<file path="config.mk">
export PLATFORM = sky130hd
export DESIGN_NAME = lz77_decoder
export DESIGN_NICKNAME = d
export VERILOG_FILES = /design/src/rtl/lz77_pkg.sv /design/src/rtl/lz77_hist_buf.sv /design/src/rtl/lz77_decoder.sv
export SDC_FILE = /design/constraint.sdc
export NUM_CORES = 1
export LEC_CHECK = 0
export ABC_AREA = 0
export CORE_UTILIZATION = 40
export DETAILED_ROUTE_END_ITERATION = 8
export GPL_ROUTABILITY_DRIVEN = 0
export PLACE_DENSITY = 0.59
export SLEW_MARGIN = 15
export SYNTH_ARGS = -nofsm -noshare
export SYNTH_HDL_FRONTEND = slang
export SYNTH_SLANG_ARGS = --single-unit
</file>
<file path="constraint.sdc">
create_clock -name clk -period 4.94 [get_ports clk]
set_clock_uncertainty 0.15 [all_clocks]
set_input_delay 0.741 -clock clk [delete_from_list [all_inputs] [get_ports clk]]
set_output_delay 0.741 -clock clk [all_outputs]
set_load 0.02 [all_outputs]
</file>
<file path="src/rtl/lz77_pkg.sv">
// rtl/lz77_pkg.sv - shared LZ77 constants and state encoding for encoder and decoder
package lz77_pkg;
  localparam int         SEARCH_DEPTH = 10;
  localparam int         MAX_MATCH    = 5;
  localparam logic [7:0] TERM_CHAR    = 8'h24;

  typedef enum logic [1:0] {
    IDLE,
    COPY,
    DONE
  } state_t;
endpackage

</file>
<file path="src/rtl/lz77_hist_buf.sv">
// rtl/lz77_hist_buf.sv - LZ77 history shift register, entry 0 is the most recent char
module lz77_hist_buf #(
  parameter int DEPTH = lz77_pkg::SEARCH_DEPTH
) (
  input  logic       clk,
  input  logic       reset,
  input  logic       shift_en,
  input  logic [7:0] shift_data,
  input  logic [3:0] rd_idx,
  output logic [7:0] rd_data
);
  logic [7:0] mem [DEPTH];

  always_ff @(posedge clk or posedge reset) begin
    if (reset) begin
      for (int i = 0; i < DEPTH; i++) mem[i] <= 8'h00;
    end else if (shift_en) begin
      mem[0] <= shift_data;
      for (int i = 1; i < DEPTH; i++) mem[i] <= mem[i-1];
    end
  end

  // Indices past the buffer read as zero rather than aliasing into it.
  assign rd_data = (int'(rd_idx) < DEPTH) ? mem[rd_idx] : 8'h00;
endmodule

</file>
<file path="src/rtl/lz77_decoder.sv">
// rtl/lz77_decoder.sv - LZ77 (offset, length, literal) codeword decoder, one char per cycle
module lz77_decoder #(
  parameter int SEARCH_DEPTH = lz77_pkg::SEARCH_DEPTH,
  parameter int MAX_MATCH    = lz77_pkg::MAX_MATCH
) (
  input  logic       clk,
  input  logic       reset,
  input  logic       in_valid,
  output logic       in_ready,
  input  logic [3:0] offset,
  input  logic [2:0] match_len,
  input  logic [7:0] char_in,
  output logic       out_valid,
  output logic [7:0] char_out,
  output logic       finish,
  output logic       err
);
  import lz77_pkg::*;

  state_t     state, state_nxt;
  logic [3:0] off_r;
  logic [2:0] cnt_r;
  logic [7:0] lit_r;
  logic       lit_done;
  logic       accept;
  logic       illegal;
  logic [2:0] eff_len;
  logic [3:0] rd_idx;
  logic [7:0] rd_data;
  logic       emit;
  logic [7:0] emit_data;

  assign accept  = in_valid && (state == IDLE);
  assign illegal = ({1'b0, offset} >= 5'(SEARCH_DEPTH)) ||
                   ({1'b0, match_len} > 4'(MAX_MATCH));
  assign eff_len = illegal ? 3'd0 : match_len;
  // The first char is produced on the accept edge, so read straight from the input offset.
  assign rd_idx  = (state == IDLE) ? offset : off_r;

  assign in_ready = (state == IDLE);
  assign finish   = (state == DONE);

  lz77_hist_buf #(.DEPTH(SEARCH_DEPTH)) u_hist (
    .clk        (clk),
    .reset      (reset),
    .shift_en   (emit),
    .shift_data (emit_data),
    .rd_idx     (rd_idx),
    .rd_data    (rd_data)
  );

  always_ff @(posedge clk or posedge reset) begin
    if (reset) state <= IDLE;
    else       state <= state_nxt;
  end

  always_comb begin
    state_nxt = state;
    emit      = 1'b0;
    emit_data = lit_r;
    case (state)
      IDLE: begin
        if (in_valid) begin
          if (eff_len != 3'd0) begin
            emit      = 1'b1;
            emit_data = rd_data;
            state_nxt = COPY;
          end else if (char_in == TERM_CHAR) begin
            state_nxt = DONE;
          end else begin
            emit      = 1'b1;
            emit_data = char_in;
            state_nxt = COPY;
          end
        end
      end
      COPY: begin
        if (cnt_r != 3'd0) begin
          emit      = 1'b1;
          emit_data = rd_data;
        end else if (!lit_done) begin
          if (lit_r == TERM_CHAR) state_nxt = DONE;
          else                    emit = 1'b1;
        end else begin
          // One quiet cycle after the literal keeps in_ready low while any char is shown.
          state_nxt = IDLE;
        end
      end
      DONE:    state_nxt = DONE;
      default: state_nxt = IDLE;
    endcase
  end

  always_ff @(posedge clk or posedge reset) begin
    if (reset) begin
      off_r     <= 4'd0;
      cnt_r     <= 3'd0;
      lit_r     <= 8'h00;
      lit_done  <= 1'b0;
      out_valid <= 1'b0;
      char_out  <= 8'h00;
      err       <= 1'b0;
    end else begin
      out_valid <= emit;
      if (emit) char_out <= emit_data;
      if (accept) begin
        off_r    <= offset;
        lit_r    <= char_in;
        cnt_r    <= (eff_len != 3'd0) ? eff_len - 3'd1 : 3'd0;
        lit_done <= (eff_len == 3'd0);
        err      <= err | illegal;
      end else if (state == COPY && cnt_r != 3'd0) begin
        cnt_r <= cnt_r - 3'd1;
      end else if (state == COPY && !lit_done) begin
        lit_done <= 1'b1;
      end
    end
  end
endmodule

</file>
==> flow_summary.html <==
<table>
<tr><th>Metric</th><th>Value</th></tr>
<tr><th colspan="2">CTS</th></tr>
<tr><td>Buffers inserted during post-CTS setup optimization</td><td>0</td></tr>
<tr><td># H-tree levels</td><td>3</td></tr>
<tr><td>Sink Count</td><td>100</td></tr>
<tr><td>Clock tree from TritonCTS</td><td>yes</td></tr>
<tr><td>Post-CTS resize count</td><td>0</td></tr>
<tr><td>Total CTS buffers</td><td>9</td></tr>
<tr><td>Clock latency on the worst-skew pair</td><td>0.35 ns</td></tr>
<tr><td>Hold buffer count at cts</td><td>0</td></tr>
<tr><td>Clock-pin slew of the registers on the worst-case setup and hold paths</td><td>0.07 ns</td></tr>
<tr><td>Root cell of the clock tree</td><td>clkbuf_16</td></tr>
<tr><td>Maximum root-to-sink buffer count</td><td>2</td></tr>
<tr><th colspan="2">Cells and area</th></tr>
<tr><td>Number of filler instances in the final layout</td><td>1094</td></tr>
<tr><td>Fraction of final layout cells sized beyond drive strength 1</td><td>19.8%</td></tr>
<tr><td>Number of nets in the finished design</td><td>467</td></tr>
<tr><td>End-of-flow core utilization</td><td>46.7%</td></tr>
<tr><td>Antenna diode count</td><td>0</td></tr>
<tr><td>Layout overhead on the synthesized area</td><td>13.7%</td></tr>
<tr><th colspan="2">Logic synthesis</th></tr>
<tr><td>Most common cell in the netlist</td><td>dfrtp_1</td></tr>
<tr><td>Leading register cell type out of synthesis</td><td>dfrtp_1</td></tr>
<tr><td>Synthesized cell area</td><td>4930 um2</td></tr>
<tr><td>Net Count, Synth</td><td>451</td></tr>
<tr><td>Distinct cell type count after synthesis</td><td>50</td></tr>
<tr><td>Mean instance size in the synthesized netlist</td><td>11.5 um2</td></tr>
<tr><td>Biggest area consumer among synthesized cells</td><td>dfrtp_1</td></tr>
<tr><td>Top-area cell type share of the netlist area</td><td>50.7%</td></tr>
<tr><td>Yosys warning total</td><td>0</td></tr>
<tr><td>Most area-consuming cells after synthesis</td><td>dfrtp_1 (51%), mux2_2 (14%), mux2i_1 (7.3%)</td></tr>
<tr><td>Flop and latch count out of synthesis</td><td>100</td></tr>
<tr><td>Top cells by instance count after synthesis</td><td>dfrtp_1 (100), nand2_1 (69), mux2_2 (61), mux2i_1 (36), a22oi_1 (12)</td></tr>
<tr><td>Cell count after synthesis</td><td>429</td></tr>
<tr><td>Fraction of the yosys area taken by sequential cells</td><td>50.7%</td></tr>
<tr><td>Post-synth EDFFs</td><td>0</td></tr>
<tr><td>Async set or reset register ratio after synthesis</td><td>100%</td></tr>
<tr><th colspan="2">Worst setup path</th></tr>
<tr><td>Kind of critical path</td><td>in2reg</td></tr>
<tr><td>Critical path fanouts, max</td><td>54</td></tr>
<tr><td>Number of cell instances on the worst register-to-register path</td><td>5</td></tr>
<tr><td>Nature of the critical path endpoint</td><td>flop</td></tr>
<tr><td>Cell family with the largest share of critical-path delay</td><td>compound AO/OA/AOI/OAI gates</td></tr>
<tr><td>Data arrival, critical path</td><td>3.54 ns</td></tr>
<tr><td>Startpoint Class</td><td>primary input</td></tr>
<tr><td>R2R setup slack</td><td>1.78 ns</td></tr>
<tr><td>Reg-to-Reg Start</td><td>state[0]$_DFFE_PP0P_</td></tr>
<tr><td>Slowest CP cell</td><td>a21oi_4</td></tr>
<tr><td>Worst path cell trace</td><td>clkdlybuf4s50_1, o21a_1, a21oi_1, o21ai_0, ha_1, nand3_1, a21oi_4, buf_12, mux2_2</td></tr>
<tr><td>Capture point of the worst reg-to-reg path</td><td>u_hist.mem[32]$_DFFE_PP0P_</td></tr>
<tr><td>Required time worst endpoint</td><td>5.02 ns</td></tr>
<tr><td>Number of buffers and inverters on the critical path</td><td>2</td></tr>
<tr><td>Longest individual stage delay on the worst path</td><td>0.60 ns</td></tr>
<tr><th colspan="2">Power</th></tr>
<tr><td>PwrDens</td><td>280 nW/um2</td></tr>
<tr><td>Leakage power</td><td>0.00286 uW</td></tr>
<tr><td>Fraction of power consumed by the clock network</td><td>45.0%</td></tr>
<tr><td>Net switching power</td><td>333 uW</td></tr>
<tr><td>Portion of total power attributed to combinational logic</td><td>3.0%</td></tr>
<tr><td>Peak VDD IR</td><td>0.201 mV</td></tr>
<tr><td>Internal power</td><td>1240 uW</td></tr>
<tr><td>Share of power burned in registers</td><td>52.0%</td></tr>
<tr><td>Switching part of the total</td><td>21.1%</td></tr>
<tr><th colspan="2">Routing</th></tr>
<tr><td>Iter 0 DRT Violations</td><td>144</td></tr>
<tr><td>Total via count in the routed design</td><td>3330</td></tr>
<tr><td>Average vias per placed instance</td><td>5.58</td></tr>
<tr><td>Routed wire length</td><td>10200 um</td></tr>
<tr><td>DRC errors left</td><td>0</td></tr>
<tr><td>Antenna Nets Post-Route</td><td>0</td></tr>
<tr><td>Mean routed wirelength per cell</td><td>17.2 um</td></tr>
<tr><td>DRT Pass-1 Iters</td><td>5</td></tr>
<tr><th colspan="2">Timing</th></tr>
<tr><td>Number of hold violations in the final report</td><td>0</td></tr>
<tr><td>RSZ-0062 raised after global routing</td><td>no</td></tr>
<tr><td>Worst-Margin Slew</td><td>1.00 ns</td></tr>
<tr><td>Max-slew violation total from the final report</td><td>0</td></tr>
<tr><td>Post-route fraction of the period consumed by the critical path</td><td>70.1%</td></tr>
<tr><td>Total negative setup slack</td><td>0 ns</td></tr>
<tr><td>Minimum clock period after layout</td><td>3.46 ns</td></tr>
<tr><td>Normalized max-slew margin</td><td>33.1%</td></tr>
<tr><td>Maximum clock frequency</td><td>0.289 GHz</td></tr>
<tr><td>Final setup fails</td><td>0</td></tr>
<tr><th colspan="2">Placement</th></tr>
<tr><td>Number of port buffers</td><td>29</td></tr>
<tr><td>Detail Placement HPWL</td><td>6940 um</td></tr>
<tr><th colspan="2">GRT</th></tr>
<tr><td>Vias in the first global route</td><td>3395</td></tr>
<tr><td>Wire length of the first global-routing pass</td><td>17300 um</td></tr>
<tr><td>Global router's overall resource usage</td><td>17.7%</td></tr>
<tr><td>Sum of overflow across all layers after global routing</td><td>0</td></tr>
<tr><td>Number of antenna violations at the first check in global routing</td><td>0</td></tr>
<tr><td>Pin count of the biggest net entering global routing</td><td>82</td></tr>
<tr><th colspan="2">Die</th></tr>
<tr><td>Width of the chip</td><td>113 um</td></tr>
<tr><td>Ports placed on the boundary</td><td>30</td></tr>
<tr><td>Vertical die dimension</td><td>113 um</td></tr>
<tr><td>Initial core utilization</td><td>41.1%</td></tr>
<tr><td>Placeable core region</td><td>12000 um2</td></tr>
<tr><td>Die ar.</td><td>12800 um2</td></tr>
<tr><td>Placement Rows</td><td>40</td></tr>
<tr><th colspan="2">Run</th></tr>
<tr><td># Max-Cap Violations</td><td>0</td></tr>
<tr><th colspan="2">Status</th></tr>
<tr><td>Result of the run</td><td>complete, no violations</td></tr>
<tr><th colspan="2">Worst hold path</th></tr>
<tr><td>Hold-critical path endpoint</td><td>off_r[0]$_DFFE_PP0P_</td></tr>
<tr><td>Kind of path behind the tightest hold check</td><td>reg2reg</td></tr>
<tr><td>Worst Min Path Start</td><td>off_r[0]$_DFFE_PP0P_</td></tr>
<tr><td>Instance count along the most critical hold path</td><td>2</td></tr>
</table>
## sequential cells by signal, indices dropped and copies added (netlist names)
register / cells
u_hist.mem: 80
lit_r: 8
off_r: 4
cnt_r: 3
state: 2
err: 1
lit_done: 1
out_valid: 1
## routing by layer
layer	routed length, um	track usage (%)	vias to the layer above
met3	456	4.66	6
met5	0	0	-
li1	-	-	1568
met1	4650	22.7	1681
met4	61	5.35	0
met2	5070	29.4	75
## how the worst max path moves through the flow
| stage | to | slack [ns] | cells after the start | from |
|---|---|---|---|---|
| floorplan | cnt_r[0]$_DFFE_PP0P_ | 1.43 | 1 | reset |
| global placement | u_hist.mem[8]$_DFFE_PP0P_ | 1.21 | 9 | offset[1] |
| detailed placement | u_hist.mem[0]$_DFFE_PP0P_ | 1.14 | 9 | offset[1] |
| CTS | u_hist.mem[32]$_DFFE_PP0P_ | 1.51 | 9 | offset[1] |
| global route | u_hist.mem[8]$_DFFE_PP0P_ | 1.30 | 9 | offset[3] |
| finish | u_hist.mem[32]$_DFFE_PP0P_ | 1.48 | 9 | offset[1] |
## worst reg2reg max path, delay by kind of cell, from the launching register on
family / cells / cell delay [ns]
AOI/OAI and AO/OA: 1 / 0.72
buffers and inverters: 1 / 0.35
DFF: 1 / 0.69
muxes: 1 / 0.41
and+or+nand+nor: 2 / 0.74
## area by class of cell
class	instances	area [um2]	area share, %
clock buffer	10	239	4.26
clock inverter	6	63.8	1.14
timing repair buffer	33	333	5.93
multi-input combinational	292	2250	40.2
sequential	100	2500	44.6
inverter	9	36.3	0.646
tap	147	184	3.28
## layout by cell type, fill, tap and decap left out, types with 3 or more instances in the layout
| master | Yosys | final |
|---|---|---|
| and2_1 | 3 | 3 |
| o22ai_1 | 7 | 7 |
| nand2b_1 | 4 | 4 |
| a31oi_1 | 3 | 3 |
| mux2_2 | 61 | 61 |
| a21oi_1 | 9 | 9 |
| dfrtp_1 | 100 | 100 |
| ha_1 | 4 | 4 |
| inv_1 | 7 | 6 |
| o211ai_1 | 4 | 4 |
| a22oi_1 | 12 | 12 |
| buf_4 | 10 | 3 |
| mux2_1 | 11 | 11 |
| clkdlybuf4s50_1 | 0 | 29 |
| o31ai_1 | 6 | 6 |
| clkbuf_16 | 0 | 9 |
| nand3_1 | 9 | 9 |
| nor4b_1 | 4 | 4 |
| mux2i_1 | 36 | 35 |
| nand2_1 | 69 | 69 |
| nor2_1 | 9 | 9 |
| o21ai_0 | 6 | 6 |
## cell families after synthesis
kind of cell / Yosys count / synth area share [%]
and+or+nand+nor: 111 / 10.4
muxes: 109 / 24.2
DFF: 100 / 50.7
AOI/OAI and AO/OA: 66 / 9.28
buffers and inverters: 37 / 4.01
adders and majority gates: 4 / 1.01
xor gates and xnor gates: 2 / 0.355
## metrics by stage
stage / instances / total power (uW) / worst slack (ns) / cell area [um2] / hold WS [ns]
floorplan: 429 / 855 / 1.43 / 4930 / 0.289
global placement: 581 / 881 / 1.21 / 5310 / 0.310
detailed placement: 581 / 882 / 1.14 / 5310 / 0.318
CTS: 597 / 1600 / 1.51 / 5610 / 0.335
global route: 597 / 1630 / 1.30 / 5610 / 0.356
finish: 597 / 1570 / 1.48 / 5610 / 0.329
## power by group through the flow
stage               clock, uW  combinational, uW  sequential (uW)
floorplan                   0               20.8              834
global placement            0               47.2              834
detailed placement          0               47.6              834
CTS                       734               47.7              818
global route              764               52.7              818
finish                    708               46.6              818
(Power assumes the default switching activity.)
